[src/rtl/day1_input_parser_if.sv]
// day1_input_parser_if: byte stream into the parser and decoded instruction out of it.
interface day1_input_parser_if #(parameter int MAG_WIDTH = 16);
  logic [7:0]           byte_data;
  logic                 byte_valid;
  logic                 byte_last;
  logic                 byte_ready;
  logic                 direction;
  logic [MAG_WIDTH-1:0] magnitude;
  logic                 instruction_valid;
  logic                 instruction_ready;
  modport master (
    output byte_data, byte_valid, byte_last, instruction_ready,
    input  byte_ready, direction, magnitude, instruction_valid
  );
  modport slave (
    input  byte_data, byte_valid, byte_last, instruction_ready,
    output byte_ready, direction, magnitude, instruction_valid
  );
endinterface

[src/rtl/day1_input_parser.sv]
// day1_input_parser: decodes "L68\nR48\n" style text into direction/magnitude instructions,
// with saturating magnitude, sticky parse error, handoff count and end-of-input done.
module day1_input_parser #(
  parameter int MAG_WIDTH   = 16,
  parameter int COUNT_WIDTH = 32
) (
  input  logic                   clock,
  input  logic                   clear_n,
  day1_input_parser_if.slave     bus,
  output logic [COUNT_WIDTH-1:0] o_instruction_count,
  output logic                   o_parse_error,
  output logic                   o_done
);
  localparam logic [1:0] S_DIR  = 2'd0;
  localparam logic [1:0] S_NUM  = 2'd1;
  localparam logic [1:0] S_SKIP = 2'd2;
  localparam logic [1:0] S_END  = 2'd3;
  localparam logic [MAG_WIDTH-1:0] MAG_MAX = '1;
  logic [1:0]           r_state;
  logic [MAG_WIDTH-1:0] r_acc;
  logic                 r_dig;
  logic                 r_pdir;
  logic                 r_dir;
  logic [MAG_WIDTH-1:0] r_mag;
  logic                 r_valid;
  logic [COUNT_WIDTH-1:0] r_count;
  logic                 r_err;
  logic                 r_done;
  logic                 w_accept;
  logic                 w_handoff;
  logic                 w_is_dir;
  logic                 w_is_digit;
  logic                 w_is_term;
  logic                 w_is_space;
  logic [MAG_WIDTH+3:0] w_prod;
  logic                 w_ovf;
  logic [1:0]           w_state_nx;
  logic [MAG_WIDTH-1:0] w_acc_nx;
  logic                 w_dig_nx;
  logic                 w_pdir_nx;
  logic                 w_err_set;
  logic                 w_emit;
  assign bus.byte_ready        = !r_done & (!r_valid | bus.instruction_ready);
  assign bus.direction         = r_dir;
  assign bus.magnitude         = r_mag;
  assign bus.instruction_valid = r_valid;
  assign o_instruction_count   = r_count;
  assign o_parse_error         = r_err;
  assign o_done                = r_done;
  assign w_accept   = bus.byte_valid & bus.byte_ready;
  assign w_handoff  = r_valid & bus.instruction_ready;
  assign w_is_dir   = (bus.byte_data == 8'h4C) | (bus.byte_data == 8'h52);
  assign w_is_digit = (bus.byte_data >= 8'h30) & (bus.byte_data <= 8'h39);
  assign w_is_term  = (bus.byte_data == 8'h0A) | (bus.byte_data == 8'h0D);
  assign w_is_space = bus.byte_data == 8'h20;
  // acc*10 + digit, four spare bits are enough to see any overflow
  assign w_prod = ({4'd0, r_acc} << 3) + ({4'd0, r_acc} << 1) + {{MAG_WIDTH{1'b0}}, bus.byte_data[3:0]};
  assign w_ovf  = |w_prod[MAG_WIDTH+3:MAG_WIDTH];
  always_comb begin
    w_state_nx = r_state;
    w_acc_nx   = r_acc;
    w_dig_nx   = r_dig;
    w_pdir_nx  = r_pdir;
    w_err_set  = 1'b0;
    w_emit     = 1'b0;
    if (w_accept) begin
      case (r_state)
        S_DIR: begin
          if (w_is_dir) begin
            w_pdir_nx  = bus.byte_data == 8'h52;
            w_acc_nx   = '0;
            w_dig_nx   = 1'b0;
            w_state_nx = S_NUM;
          end else if (!(w_is_term | w_is_space)) begin
            w_err_set  = 1'b1;
            w_state_nx = S_SKIP;
          end
        end
        S_NUM: begin
          if (w_is_digit) begin
            w_acc_nx  = w_ovf ? MAG_MAX : w_prod[MAG_WIDTH-1:0];
            w_err_set = w_ovf;
            w_dig_nx  = 1'b1;
          end else if (w_is_term) begin
            w_emit     = r_dig;
            w_err_set  = !r_dig;
            w_state_nx = S_DIR;
          end else begin
            w_err_set  = 1'b1;
            w_state_nx = S_SKIP;
          end
        end
        S_SKIP: w_state_nx = w_is_term ? S_DIR : S_SKIP;
        default: ;
      endcase
      // the final byte closes any open line as if a terminator had followed
      if (bus.byte_last && r_state != S_END) begin
        if (w_state_nx == S_NUM) begin
          w_emit    = w_emit | w_dig_nx;
          w_err_set = w_err_set | !w_dig_nx;
        end
        w_state_nx = S_END;
      end
    end
  end
  always_ff @(posedge clock or negedge clear_n) begin
    if (!clear_n) begin
      r_state <= S_DIR;
      r_acc   <= '0;
      r_dig   <= 1'b0;
      r_pdir  <= 1'b0;
      r_dir   <= 1'b0;
      r_mag   <= '0;
      r_valid <= 1'b0;
      r_count <= '0;
      r_err   <= 1'b0;
      r_done  <= 1'b0;
    end else begin
      r_state <= w_state_nx;
      r_acc   <= w_acc_nx;
      r_dig   <= w_dig_nx;
      r_pdir  <= w_pdir_nx;
      if (w_err_set) r_err <= 1'b1;
      if (w_emit) begin
        r_dir <= r_pdir;
        r_mag <= w_acc_nx;
      end
      r_valid <= w_emit | (r_valid & !bus.instruction_ready);
      if (w_handoff) r_count <= r_count + COUNT_WIDTH'(1);
      if (r_state == S_END && !(r_valid && !bus.instruction_ready)) r_done <= 1'b1;
    end
  end
endmodule

[src/flat_wrapper.sv]
// flat-port wrapper written by rule: the top's interface ports become plain ports
module day1_input_parser_flat 
#(
  parameter int MAG_WIDTH   = 16,
  parameter int COUNT_WIDTH = 32
)
  (clock, clear_n, o_instruction_count, o_parse_error, o_done, bus_byte_data, bus_byte_valid, bus_byte_last, bus_instruction_ready, bus_byte_ready, bus_direction, bus_magnitude, bus_instruction_valid);
  day1_input_parser_if #(.MAG_WIDTH(MAG_WIDTH)) bus_i ();
  input  logic clock;
  input  logic clear_n;
  output logic [COUNT_WIDTH-1:0] o_instruction_count;
  output logic o_parse_error;
  output logic o_done;
  input wire logic [$bits(bus_i.byte_data)-1:0] bus_byte_data;
  input wire logic [$bits(bus_i.byte_valid)-1:0] bus_byte_valid;
  input wire logic [$bits(bus_i.byte_last)-1:0] bus_byte_last;
  input wire logic [$bits(bus_i.instruction_ready)-1:0] bus_instruction_ready;
  output wire logic [$bits(bus_i.byte_ready)-1:0] bus_byte_ready;
  output wire logic [$bits(bus_i.direction)-1:0] bus_direction;
  output wire logic [$bits(bus_i.magnitude)-1:0] bus_magnitude;
  output wire logic [$bits(bus_i.instruction_valid)-1:0] bus_instruction_valid;
  assign bus_i.byte_data = bus_byte_data;
  assign bus_i.byte_valid = bus_byte_valid;
  assign bus_i.byte_last = bus_byte_last;
  assign bus_i.instruction_ready = bus_instruction_ready;
  assign bus_byte_ready = bus_i.byte_ready;
  assign bus_direction = bus_i.direction;
  assign bus_magnitude = bus_i.magnitude;
  assign bus_instruction_valid = bus_i.instruction_valid;
  day1_input_parser #(.MAG_WIDTH(MAG_WIDTH), .COUNT_WIDTH(COUNT_WIDTH)) u_core (.clock(clock), .clear_n(clear_n), .bus(bus_i), .o_instruction_count(o_instruction_count), .o_parse_error(o_parse_error), .o_done(o_done));
endmodule
[config.mk]
export PLATFORM = sky130hd
export DESIGN_NAME = day1_input_parser_flat
export DESIGN_NICKNAME = d
export VERILOG_FILES = /design/src/rtl/day1_input_parser_if.sv /design/src/rtl/day1_input_parser.sv /design/src/flat_wrapper.sv
export SDC_FILE = /design/constraint.sdc
export NUM_CORES = 1
export LEC_CHECK = 0
export CAP_MARGIN = 15
export CELL_PAD_IN_SITES_DETAIL_PLACEMENT = 0
export CELL_PAD_IN_SITES_GLOBAL_PLACEMENT = 1
export CORE_AREA = 4 4 91 115
export CTS_CLUSTER_SIZE = 12
export DETAILED_ROUTE_END_ITERATION = 16
export DIE_AREA = 0 0 95 119
export DONT_BUFFER_PORTS = 1
export HOLD_SLACK_MARGIN = 0.08
export PLACE_DENSITY = 0.81
export REMOVE_ABC_BUFFERS = 1
export SYNTH_ARGS = -nofsm -noshare
export SYNTH_HDL_FRONTEND = slang
export SYNTH_SLANG_ARGS = --single-unit
export TNS_END_PERCENT = 100
[constraint.sdc]
create_clock -name clock -period 4.3 [get_ports clock]
set_input_delay 0.86 -clock clock [delete_from_list [all_inputs] [get_ports clock]]
set_output_delay 0.86 -clock clock [all_outputs]
set_load 0.02 [all_outputs]
**Yosys cells after proc, flatten, opt, wreduce, memory -nomap -nowiden**

Cells that the tools add are included.

- Output and inout bits: 53
- Flip-flop bits (word level): 72

- Bitwise logic cells: 12
- Equal/unequal tests: 10
- Mux-type cells: 32
- Reduce and logical (&&, ||, !) cells: 12
- Magnitude comparators: 2
- Add/subtract/negate cells: 3

Operator list:

| kind | count |
|---|---|
| 16-bit 2-to-1 mux | 4 |
| 32-bit by 1-bit adder with 32-bit output (second input constant) | 1 |
| 16-bit case mux with 2 select lines | 1 |
| 19-bit by 17-bit adder with 20-bit output | 1 |
| 20-bit by 4-bit adder with 20-bit output | 1 |
| 1-bit 2-to-1 mux | 18 |
| 8-bit by 4-bit == test with 1-bit output (second input constant) | 2 |
| 8-bit by 7-bit == test with 1-bit output (second input constant) | 2 |
| 2-bit 2-to-1 mux | 6 |
| 8-bit by 6-bit == test with 1-bit output (second input constant) | 1 |
| 8-bit by 6-bit greater-or-equal comparator with 1-bit output (second input constant) | 1 |
| 8-bit by 6-bit <= comparator with 1-bit output (second input constant) | 1 |
| 1-bit bitwise OR | 7 |
| 1-bit logical NOT | 6 |
| 2-bit case mux with 3 select lines | 1 |
| 1-bit bitwise AND | 5 |
| 2-bit by 1-bit == test with 1-bit output (second input constant) | 2 |
| 2-bit == test (second input constant) | 2 |
| 1-bit case mux with 2 select lines | 2 |
| 4-bit OR reduction | 1 |
| 1-bit logical AND | 3 |
| 3-bit AND reduction | 1 |
| 2-bit logical NOT | 1 |
| 2-bit inequality test (second input constant) | 1 |

**Logic depth before layout (Yosys ltp)**

Gate-level depths: netlist (run 1).

- Word-level depth: 12
- Depth in mapped cells: 13
- Depth with buffers taken out: 12

**Worst setup path before layout (run 1)**

OpenSTA, ideal clock, no wires.

- Path type: input to register
- Start point: in bus_byte_data[3]
- End point: reg u_core.r_acc[12]
- Library setup time: 0.138 ns
- Setup slack: 0.803 ns
- Stages on the path: 12
- Data arrival time: 3.359 ns
- Path through: fa_1 inv_1 fa_1 nor2b_4 o31ai_1 a21oi_2 and3_1 o21ai_2 mux2i_2 buf_6 o41ai_2 o211ai_1

- Cells in the longest elaborated chain, start to end: 6
- Elaborated cells on any way between the ends: 13
- Those cells by class: add/sub (1); order compare (2); eq/ne (2); mux (5); bitwise (2); reduce/logical (1)

Ends and longest elaborated chain:

| element | RTL line | text |
|---|---|---|
| start: declaration | flat_wrapper.sv:14 | `input wire logic [$bits(bus_i.byte_data)-1:0] bus_byte_data;` |
| 20-bit by 4-bit adder with 20-bit output | day1_input_parser.sv:57 | `assign w_prod = ({4'd0, r_acc} << 3) + ({4'd0, r_acc} << 1) + {{MAG_WIDTH{1'b0}}, bus.byte_data[3:0]};` |
| 4-bit OR reduction | day1_input_parser.sv:58 | `assign w_ovf = \|w_prod[MAG_WIDTH+3:MAG_WIDTH];` |
| 16-bit 2-to-1 mux | day1_input_parser.sv:81 | `w_acc_nx = w_ovf ? MAG_MAX : w_prod[MAG_WIDTH-1:0];` |
| 16-bit 2-to-1 mux | day1_input_parser.sv:80 | `if (w_is_digit) begin` |
| 16-bit case mux with 2 select lines * | day1_input_parser.sv:67 | `case (r_state)` |
| 16-bit 2-to-1 mux * | day1_input_parser.sv:66 | `if (w_accept) begin` |
| via u_core.w_acc_nx[12] | day1_input_parser.sv:38 | `logic [MAG_WIDTH-1:0] w_acc_nx;` |
| end signal: assignment | day1_input_parser.sv:120 | `r_acc <= w_acc_nx;` |
| end: declaration | day1_input_parser.sv:20 | `logic [MAG_WIDTH-1:0] r_acc;` |

Mark *: on every way through the listed nets, which the timed path passes. The rest lies on a longest branch.
A chain may end at the register's enable or synchronous reset.

**Final worst setup path (run 1)**

- Start point: in bus_byte_data[3]
- End point: reg u_core.r_mag[6], in the netlist u_core.bus.magnitude[6]

- Cells in the longest elaborated chain, start to end: 11
- Elaborated cells on any way between the ends: 37
- Those cells by class: add/sub (1); order compare (2); eq/ne (6); mux (22); bitwise (5); reduce/logical (1)

Ends and longest elaborated chain:

| element | RTL line | text |
|---|---|---|
| parallel branches: the longest is 11 deep, another holds 8-bit by 6-bit greater-or-equal comparator with 1-bit output | -- |  |
| end signal: assignment | day1_input_parser.sv:126 | `r_mag <= w_acc_nx;` |
| end: declaration | day1_input_parser.sv:24 | `logic [MAG_WIDTH-1:0] r_mag;` |

Several ways; the timed one is not identified. The select of a mux whose other input is x is not followed.

==> results.md, run 1 <==
- Routed length per placed instance: 18.49 µm
- Critical Path RT: 4510 ps
- Clk_lat worst skew: 330 ps
- Status: finished clean
- Non-filler cells, final: 600
- CP max-delay cell: mux2i_2
- Fmax: 258.6 MHz
- H-tree levels: 3
- P_leak: 2.301 nW
- Crit path max-delay family: adder cells
- I/O pin total: 66
- Worst Path Buf+Inv: 1
- CP Class: in2reg
- Share of flip-flops with an asynchronous set or reset: 1.000
- Hold slack: 225.6 ps
- Row count: 40
- Max FO, Critical Path: 15
- Leading area contributor after synthesis: dfrtp_1
- Synth top area cells: dfrtp_1, ha_1, xnor2_1
- Slew Viols, Final: 0
- Reg-to-reg endpoint: u_core.bus.magnitude[6]
- Final ANT Viol Nets: 0
- Reg2Reg Launch Point: u_core.r_acc[2]
- Layout Cell Area excl Fill: 0.004906 mm²
- Pwr Total: 1.512 mW
- Post-layout min period: 3867 ps
- R2R Setup Slk: 490 ps
- Layout area overhead: 8.405%
- Placed Cells: 584
- Starting Density: 0.4810
- Final Wtd Congestion: 0.9086
- Chip height: 119 µm
- Drt total wl: 11090 µm
- Vias in the first global route: 3660
- CTS tree: yes
- # clock sinks: 72
- Reg clk slew, reported paths: 60 ps
- Max-cap viol count: 0
- Gate Count Post-Synth: 473
- Seq/Total Area, Yosys: 0.3981
- DRC marker count from the first detailed-route iteration: 246
- GR Util All Layers: 0.2075
- Final setup viols: 0
- Final nets: 516
- HPWL after DPL: 8145 µm
- RSZ-0062 raised after global routing: false
- Final worst-path cycle share: 0.8993
- Drt first pass iters: 4
- Final hold viol count: 0
- CTS Buffer Depth: 2
- Die area: 0.01131 mm²
- Synth Register Bits: 72
- Crit. End Element: flip-flop
- Post-cts hold buffer count: 0
- Crit path cell chain: fa_1, inv_1, fa_1, nor2b_4, o31ai_1, a21oi_2, and3_1, o21ai_2, mux2i_2, o32ai_1, o31ai_1
- CTS resizes: 0
- Yosys warning count: 0
- Sum Neg Setup Slack: 0 ps
- Maximum vdd ir drop: 0.1613 mV
- Synth unique cells: 68
- Top cell type's share of synthesized area: 0.3981
- Post-Syn Area: 0.004526 mm²
- Slew headroom: 0.2656
- Worst hold-check path type: in2async
- Num CTS Buffers: 9
- DP Area: 0.004609 mm²
- Largest net degree at the start of global routing: 73
- First-pass GRT wire length: 18640 µm
- Via count: 3641
- CP arrival: 4080 ps
- Clock root buffer: clkbuf_16
- Die width: 95 µm
- Synth Flop Type: dfrtp_1
- Worst Max-Slew Pin Slew: 1080 ps
- Worst Reg-to-Reg Cells: 11
- Mean Syn Cell Area: 9.568 µm²
- Total congestion overflow: 0
- Number of synthesized flops with an enable pin: 0
- Clock skew: 8.744 ps
- Post-CTS Setup Inserts: 0
- Core footprint: 0.009409 mm²
- Initial antenna violation count: 0
- CP max stage delay: 860 ps
- Critical Path Start Type: primary input
- Vias/cell: 6.068
- Pwr per Cell Area: 308.3 mW/mm²
- # diodes: 0
- Drt drc: 0
- Port Buffer Count: 0
- Layout cells sized above 1: 0.09494
## state kept, by name, indices dropped and copies added (netlist names), 2 cells and up
register and count:
u_core.o_instruction_count 32, u_core.r_state 2, u_core.r_acc 16, u_core.bus.magnitude 16
## cells in the final DEF (no fill, tap or decap), types with 3 or more instances in the layout
cell and count:
o21ai_2 4, nand4_1 9, nor2_1 35, o211ai_1 10, o21ai_0 24, a31o_2 4, o31ai_1 9, o21ai_1 4
o32ai_1 4, clkbuf_16 9, nor4_1 4, a311oi_1 3, xnor2_1 29, dfrtp_1 72, nand2_1 52, a21oi_1 25
a31oi_1 7, nand3_1 23, nor3_1 9, and3_1 17, xor2_1 13, buf_4 4, ha_1 32, a21o_1 6
mux2_2 4, inv_1 7
## worst max-delay path by stage
| stage | slack, ps | endpoint | from | cells past startpoint |
|---|---|---|---|---|
| after floorplan | 610 | u_core.bus.magnitude[6] | bus_byte_data[3] | 11 |
| after global placement | 220 | u_core.bus.magnitude[6] | bus_byte_data[3] | 11 |
| after detailed placement | 140 | u_core.bus.magnitude[6] | bus_byte_data[3] | 11 |
| after CTS | 450 | u_core.bus.magnitude[6] | bus_byte_data[3] | 11 |
| after global routing | 170 | u_core.bus.magnitude[6] | bus_byte_data[3] | 11 |
| final | 430 | u_core.bus.magnitude[6] | bus_byte_data[3] | 11 |
## kinds of logic (layout without fill, tap and decap cells)
| kind of cell | after synthesis | count (layout) | synth area share |
|---|---|---|---|
| and+or+nand+nor | 168 | 168 | 0.1825 |
| xor gates and xnor gates | 43 | 43 | 0.08488 |
| muxes | 7 | 7 | 0.01852 |
| DFF | 72 | 72 | 0.3981 |
| AOI/OAI and AO/OA | 123 | 123 | 0.1899 |
| buffers and inverters | 26 | 27 | 0.02875 |
| adders and majority gates | 34 | 34 | 0.09732 |
## Yosys cell counts, drive strengths merged (9+ instances only)
cell type and count:
a21oi 26, clkbuf 10, and3 17, xnor2 30
buf 9, dfrtp 72, xor2 13, nand3 23
nor3 10, nor2 35, o31ai 10, ha 32
nand2 52, o211ai 10, o21ai 33, nand4 9
## metal layers
metal	GRT usage	vias up	wire, µm
met3	0.05433	16	765
met5	0	-	0
met2	0.3361	117	5374
met4	0.08303	0	250
li1	-	1741	-
met1	0.2605	1767	4701
## stage by stage
step | utilization | setup slack, ps
floorplan | - | 608.4
global placement | 0.4899 | 223.0
detailed placement | 0.4899 | 142.9
CTS | 0.5214 | 450.5
global route | 0.5214 | 169.6
finish | 0.5214 | 433.1
## area by class of cell
type / instances / area, µm²
Tap cell: 126 / 157.7
Clock buffer: 10 / 229.0
Timing Repair Buffer: 4 / 30.03
Sequential cell: 72 / 1802
Inverter: 7 / 26.28
Multi-Input combinational cell: 375 / 2594
Fill cell: 902 / 4503
Clock inverter: 6 / 67.56
## report_power, final
part / internal, mW / switching, mW / total, mW
sequential: 0.684 / 0.0130 / 0.697
combinational: 0.0291 / 0.0413 / 0.0704
clock: 0.451 / 0.293 / 0.745
## worst register-to-register path, stage by stage, from the launching register on
cell and delay [ps]:
dfrtp_1 470, fa_1 540, inv_1 60, fa_1 490
nor2b_4 160, o31ai_1 90, a21oi_2 190, and3_1 190
o21ai_2 70, mux2i_2 860, o32ai_1 260, o31ai_1 300
Power figures use the tool's default switching activity.
==> run 2, diff against run 1 <==
--- a/config.mk
+++ b/config.mk
@@ -5,16 +5,18 @@
 export SDC_FILE = /design/constraint.sdc
 export NUM_CORES = 1
 export LEC_CHECK = 0
+export ABC_AREA = 1
 export CAP_MARGIN = 15
 export CELL_PAD_IN_SITES_DETAIL_PLACEMENT = 0
 export CELL_PAD_IN_SITES_GLOBAL_PLACEMENT = 1
-export CORE_AREA = 4 4 91 115
+export CORE_AREA = 4 4 103 129
 export CTS_CLUSTER_SIZE = 12
 export DETAILED_ROUTE_END_ITERATION = 16
-export DIE_AREA = 0 0 95 119
+export DIE_AREA = 0 0 107 133
 export DONT_BUFFER_PORTS = 1
+export GPL_ROUTABILITY_DRIVEN = 0
 export HOLD_SLACK_MARGIN = 0.08
-export PLACE_DENSITY = 0.81
+export PLACE_DENSITY = 0.78
 export REMOVE_ABC_BUFFERS = 1
 export SYNTH_ARGS = -nofsm -noshare
 export SYNTH_HDL_FRONTEND = slang
==> constraint.sdc (replaced) <==
create_clock -name clock -period 3.1 [get_ports clock]
set_input_delay 0.62 -clock clock [delete_from_list [all_inputs] [get_ports clock]]
set_output_delay 0.62 -clock clock [all_outputs]
set_load 0.02 [all_outputs]
==> run 2 against run 1 <==
Clock-buffer cell count is 1 higher. Total power rose by 57%. Register-to-register slack worse by 240 ps. Die area rose by 26%. Worst hold slack lost 55 ps. Design area increased by 15%. Final cell count grew 46%. Critical path depth increased by 9. Wire length rose by 5.8%. Critical endpoint is now u_core.bus.magnitude[11]. Largest power group is now sequential cells. Highest routed layer unchanged.
==> results.md, run 2 <==
- DRC marker count from the first detailed-route iteration: 142
- Final worst-path cycle share: 0.9204
- Core footprint: 0.01205 mm²
- Worst Reg-to-Reg Cells: 20
- Top cell type's share of synthesized area: 0.3638
- Synth Area in Compound Gates: 0.04068
- Final nets: 754
- Status: finished clean
- Post-layout min period: 2853 ps
- H-tree levels: 3
- Largest family of logic cells by synthesized area: simple AND/OR/NAND/NOR gates
- CP Class: reg2reg
- Largest register FFs: 32
- Reg-to-reg endpoint: u_core.bus.magnitude[11]
- Max FO, Critical Path: 5
- Synth top area cells: dfrtp_1, nand2_1, ha_1
- Leading area contributor after synthesis: dfrtp_1
- Most frequent cells in the layout: nand2_1, inv_1, dfrtp_1
- Layout area overhead: 14.25%
- Vias in the first global route: 4195
- Critical Path Start Type: flip-flop
- Clock skew: 7.393 ps
- I/O pin total: 66
- Port Buffer Count: 0
- CP arrival: 3060 ps
- Mux share of post-synthesis cell area: 0.004295
- Die area: 0.01423 mm²
- Yosys warning count: 0
- RSZ-0062 raised after global routing: false
- Routed length per placed instance: 13.39 µm
- Fmax: 350.5 MHz
- # diodes: 0
- Final setup viols: 0
- Reg2Reg Launch Point: u_core.r_acc[0]
- Synth Register Bits: 72
- Hold slack: 170.2 ps
- Critical Path RT: 3310 ps
- Chip height: 133 µm
- Clock root buffer: clkbuf_16
- Drt first pass iters: 4
- Total congestion overflow: 0
- CTS tree: yes
- Most common cell after layout, fill and taps aside: nand2_1
- GR Util All Layers: 0.1718
- Slew Viols, Final: 0
- Max-cap viol count: 0
- Share of flip-flops with an asynchronous set or reset: 1.000
- Maximum vdd ir drop: 0.3197 mV
- Starting Density: 0.4110
- Row count: 45
- R2R Setup Slk: 250 ps
- Num CTS Buffers: 9
- Die width: 107 µm
- Synth Flop Type: dfrtp_1
- Slew headroom: 0.7174
- Clk_lat worst skew: 330 ps
- Non-filler cells, final: 876
- CTS Buffer Depth: 2
- Reg clk slew, reported paths: 60 ps
- Number of synthesized flops with an enable pin: 0
- Mean Syn Cell Area: 7.167 µm²
- Post-synth top cells: nand2_1, inv_1, dfrtp_1, nor2_1, nand3_1
- Post-synthesis adder-cell area fraction: 0.08893
- Initial antenna violation count: 0
- Vias/cell: 4.865
- Final ANT Viol Nets: 0
- Worst hold-check path type: in2async
- Worst Max-Slew Pin Slew: 422.4 ps
- HPWL after DPL: 9176 µm
- Layout cells sized above 1: 0.1011
- XOR/XNOR Fraction of Synth Area: 0.05836
- Post-Syn Area: 0.004952 mm²
- Synth unique cells: 46
- Crit. End Element: flip-flop
- Simple-gate area share of the yosys netlist: 0.3653
- Final hold viol count: 0
- Drt drc: 0
- P_leak: 3.114 nW
- Most frequent cell after synthesis: nand2_1
- # clock sinks: 72
- Seq/Total Area, Yosys: 0.3638
- Via count: 4262
- Placed Cells: 856
- Pwr per Cell Area: 419.9 mW/mm²
- Largest net degree at the start of global routing: 73
- Drt total wl: 11730 µm
- First-pass GRT wire length: 20020 µm
- Gate Count Post-Synth: 691
## run 2: cell count changes after synthesis, sizes merged, moves of 19 or more
cell	change
inv	+80
nand2	+224
nor2	+36
xnor2	-19
nand3	+19
o21ai	-26
## run 2: area by class of cell
type	count	area [µm²]
Multi-Input combinational cell	520	2820
Sequential cell	72	1803
Clock buffer	11	242.7
Tap cell	164	205.2
Inverter	88	330.3
Fill cell	1237	6391
Clock inverter	5	56.30
Timing Repair Buffer	16	200.2
## run 2: per-stage QoR
step | setup TNS, ps | setup slack (ps) | util | total power, mW | cell area [µm²]
6_report | 0 | 246.9 | 0.4696 | 2.376 | 5658
4_1_cts | 0 | 110.2 | 0.4598 | 2.366 | 5540
3_3_place_gp | -759.0 | -80.43 | 0.4327 | 1.314 | 5214
2_1_floorplan | -165.5 | -10.34 | - | 1.225 | 4893
5_1_grt | 0 | 9.878 | 0.4696 | 2.494 | 5658
3_5_place_dp | -1446 | -133.7 | 0.4327 | 1.321 | 5214
## run 2: how the worst max path moves through the flow
stage / start / end / slack (ps) / cells after the start
5_1_grt: u_core.r_acc[0] / u_core.bus.magnitude[11] / 10 / 20
3_3_place_gp: bus_byte_data[3] / u_core.bus.magnitude[15] / -80 / 20
2_1_floorplan: bus_byte_data[3] / u_core.bus.magnitude[0] / -10 / 19
3_5_place_dp: bus_byte_data[3] / u_core.bus.magnitude[11] / -130 / 20
6_report: u_core.r_acc[0] / u_core.bus.magnitude[11] / 250 / 20
4_1_cts: u_core.r_acc[0] / u_core.bus.magnitude[11] / 110 / 20
## run 2: critical path: stages (launching register included)
cell and delay, ps:
dfrtp_1 400, fa_1 490, buf_4 140, ha_1 300, nand2_1 80, nand2_2 60
nand3_2 70, nand2_2 80, nand2_2 80, nand2_1 50, nand2_1 50, nand2_1 90
nor2_4 240, buf_12 150, nand3_1 70, nand2_1 80, nand2_1 50, nand2_1 50
nand2_1 70, nand2_1 60, nand2_1 60
## run 2: logic make-up (layout without fill, tap and decap cells)
| kind of cell | Yosys count | count (layout) |
|---|---|---|
| compound gates | 32 | 32 |
| xor+xnor | 33 | 33 |
| fa+ha+maj | 34 | 34 |
| buf+inv | 99 | 120 |
| flops | 72 | 72 |
| mux | 2 | 2 |
| simple gates | 419 | 419 |
## run 2: metal layers
metal	routed length [µm]	vias up	global-route usage
li1	-	2189	-
met4	281	0	0.05899
met3	568	16	0.04295
met1	4992	1979	0.2070
met2	5889	78	0.2966
met5	0	-	0
## run 2: power breakdown
group | switching [mW] | internal (mW)
clock | 0.371 | 0.643
combinational | 0.206 | 0.135
sequential | 0.0484 | 0.972
## run 2: repair_timing
item | 4_1_cts | 5_1_grt
setup buffers | 0 | 1
hold buffers | 1 | 0
resized for setup | 0 | 17
endpoints found under the setup margin | 0 | 18
hold endpoints to repair | 72 | 0
==> run 3, diff against run 2 <==
--- a/config.mk
+++ b/config.mk
@@ -9,10 +9,10 @@
 export CAP_MARGIN = 15
 export CELL_PAD_IN_SITES_DETAIL_PLACEMENT = 0
 export CELL_PAD_IN_SITES_GLOBAL_PLACEMENT = 1
-export CORE_AREA = 4 4 103 129
+export CORE_AREA = 4 4 114 116
 export CTS_CLUSTER_SIZE = 12
 export DETAILED_ROUTE_END_ITERATION = 16
-export DIE_AREA = 0 0 107 133
+export DIE_AREA = 0 0 118 120
 export DONT_BUFFER_PORTS = 1
 export GPL_ROUTABILITY_DRIVEN = 0
 export HOLD_SLACK_MARGIN = 0.08
==> run 3 against run 2 <==
Maximum frequency about the same. Wire length is 1.6% higher. Clock power grew 13%.
==> results.md, run 3 (synthesized netlist as in run 2, its figures left out) <==
- Drt total wl: 11920 µm
- Slew headroom: 0.7088
- Reg clk slew, reported paths: 60 ps
- Worst hold-check path type: in2async
- First-pass GRT wire length: 20280 µm
- Post-layout min period: 2851 ps
- Maximum vdd ir drop: 0.3139 mV
- Worst Reg-to-Reg Cells: 21
- Clk_lat worst skew: 330 ps
- Most frequent CP cell: nand2_1
- GR Util All Layers: 0.1745
- CP arrival: 3080 ps
- Final setup viols: 0
- Final worst-path cycle share: 0.9196
- CTS tree: yes
- Crit path cell chain: ha_1, ha_1, inv_1, fa_2, inv_1, nand2_1, nand2_2, nand3_1, nand2_2, nand2_1, nand3_1, nand2_1, nor2_4, clkbuf_16, nand3_1, nand2_1, nand2_1, nand2_1, nand2_1, nand2_1, nand2_1
- DP Area: 0.005207 mm²
- Most common cell after layout, fill and taps aside: nand2_1
- Reg2Reg Launch Point: u_core.r_acc[1]
- Most frequent cells in the layout: nand2_1, inv_1, dfrtp_1
- Die area: 0.01416 mm²
- Fillers: 1214
- # clock sinks: 72
- Drt drc: 0
- Crit. End Element: flip-flop
- Initial antenna violation count: 0
- Max FO, Critical Path: 8
- HPWL after DPL: 9142 µm
- Met1 usage: 0.2402
- GRT Max-Usage Layer: met2
- Port Buffer Count: 0
- Routed length per placed instance: 13.88 µm
- Layout Cell Area excl Fill: 0.005605 mm²
- Pwr Total: 2.491 mW
- CTS Buffer Depth: 2
- Chip height: 120 µm
- Critical Path Start Type: flip-flop
- CP max-delay cell: dfrtp_1
- Hold slack: 171.6 ps
- Slew Viols, Final: 0
- CP Class: reg2reg
- Post-CTS Setup Inserts: 0
- H-tree levels: 3
- GR Util met2: 0.2752
- CP max stage delay: 450 ps
- Die width: 118 µm
- Core footprint: 0.01191 mm²
- R2R Setup Slk: 250 ps
- M3 GR Usage: 0.04383
- Via count: 4255
- Largest net degree at the start of global routing: 73
- Post-Place Setup Slack: -55.62 ps
- Row count: 40
- Clock skew: 8.861 ps
- I/O pin total: 66
- Status: finished clean
- Starting Density: 0.4158
- Layout cells sized above 1: 0.08427
- Vias/cell: 4.953
- DRC marker count from the first detailed-route iteration: 217
- PnR worst setup slack: 249.2 ps
- Final hold viol count: 0
- Clock root buffer: clkbuf_16
- P_leak: 3.113 nW
- Largest register FFs: 32
- Max-cap viol count: 0
- Worst Max-Slew Pin Slew: 435.2 ps
- # diodes: 0
- Critical Path RT: 3330 ps
- Total congestion overflow: 0
- Sum Neg Setup Slack: 0 ps
- Fmax: 350.8 MHz
- Drt first pass iters: 4
- Layout area overhead: 13.19%
- Final nets: 754
- Pwr per Cell Area: 444.5 mW/mm²
- Final ANT Viol Nets: 0
- Reg-to-reg endpoint: u_core.bus.magnitude[11]
- Num CTS Buffers: 9
- Vias in the first global route: 4064
run 3: cell types whose count changed in the layout (fill, tap and decap cells not counted), moves of 2 or more:
cell and delta:
nand2_1 +6, nand3_2 -3, clkinv_2 -2, nand2_2 -6, nand3_1 +3
run 3: stage by stage:
| stage | utilization | cells |
|---|---|---|
| after floorplan | - | 680 |
| after global routing | 0.4706 | 859 |
| after CTS | 0.4674 | 858 |
| final | 0.4706 | 859 |
| after global placement | 0.4372 | 841 |
| after detailed placement | 0.4372 | 841 |
run 3: worst max-delay path by stage:
stage                     start                       end  slack [ps]  cells past startpoint
3_3_place_gp   bus_byte_data[3]  u_core.bus.magnitude[13]         -40                     20
2_1_floorplan  bus_byte_data[3]   u_core.bus.magnitude[0]         -10                     19
4_1_cts         u_core.r_acc[0]  u_core.bus.magnitude[13]         180                     20
3_5_place_dp   bus_byte_data[3]  u_core.bus.magnitude[13]         -60                     20
5_1_grt         u_core.r_acc[1]   u_core.bus.magnitude[8]         -20                     21
6_report        u_core.r_acc[1]  u_core.bus.magnitude[11]         250                     21
run 3: critical path: cells and delay by family (launching register included):
kind,cells,cell delay (ps)
buf+inv,3,310
simple gates,15,1120
flops,1,450
fa+ha+maj,3,870
run 3: repair_timing:
| action | 4_1_cts | 5_1_grt |
|---|---|---|
| endpoints found under the hold margin | 72 | 0 |
| gates resized for setup | 0 | 4 |
| hold buffers | 1 | 0 |
| endpoints found under the setup margin | 0 | 14 |
run 3: cell type report:
| cell class | count | area [µm²] | area share |
|---|---|---|---|
| clock buffers | 12 | 256.5 | 0.04576 |
| clock inverters | 4 | 76.32 | 0.01362 |
| inverters | 88 | 330.3 | 0.05893 |
| multi-input cells | 520 | 2774 | 0.4949 |
| flip-flops and latches | 72 | 1802 | 0.3214 |
| well taps | 147 | 183.9 | 0.03281 |
| repair buffers | 16 | 182.7 | 0.03259 |
run 3: power breakdown:
part | switching, mW | internal [mW] | leakage [nW]
sequential | 0.0457 | 0.972 | 0.939
combinational | 0.206 | 0.126 | 2.02
clock | 0.391 | 0.750 | 0.159
run 3: routing by layer:
layer,part of all wire,up-vias
met2,0.45,85
met1,0.48,1962
met3,0.058,12
li1,-,2196
met4,0.0091,0
met5,0,-
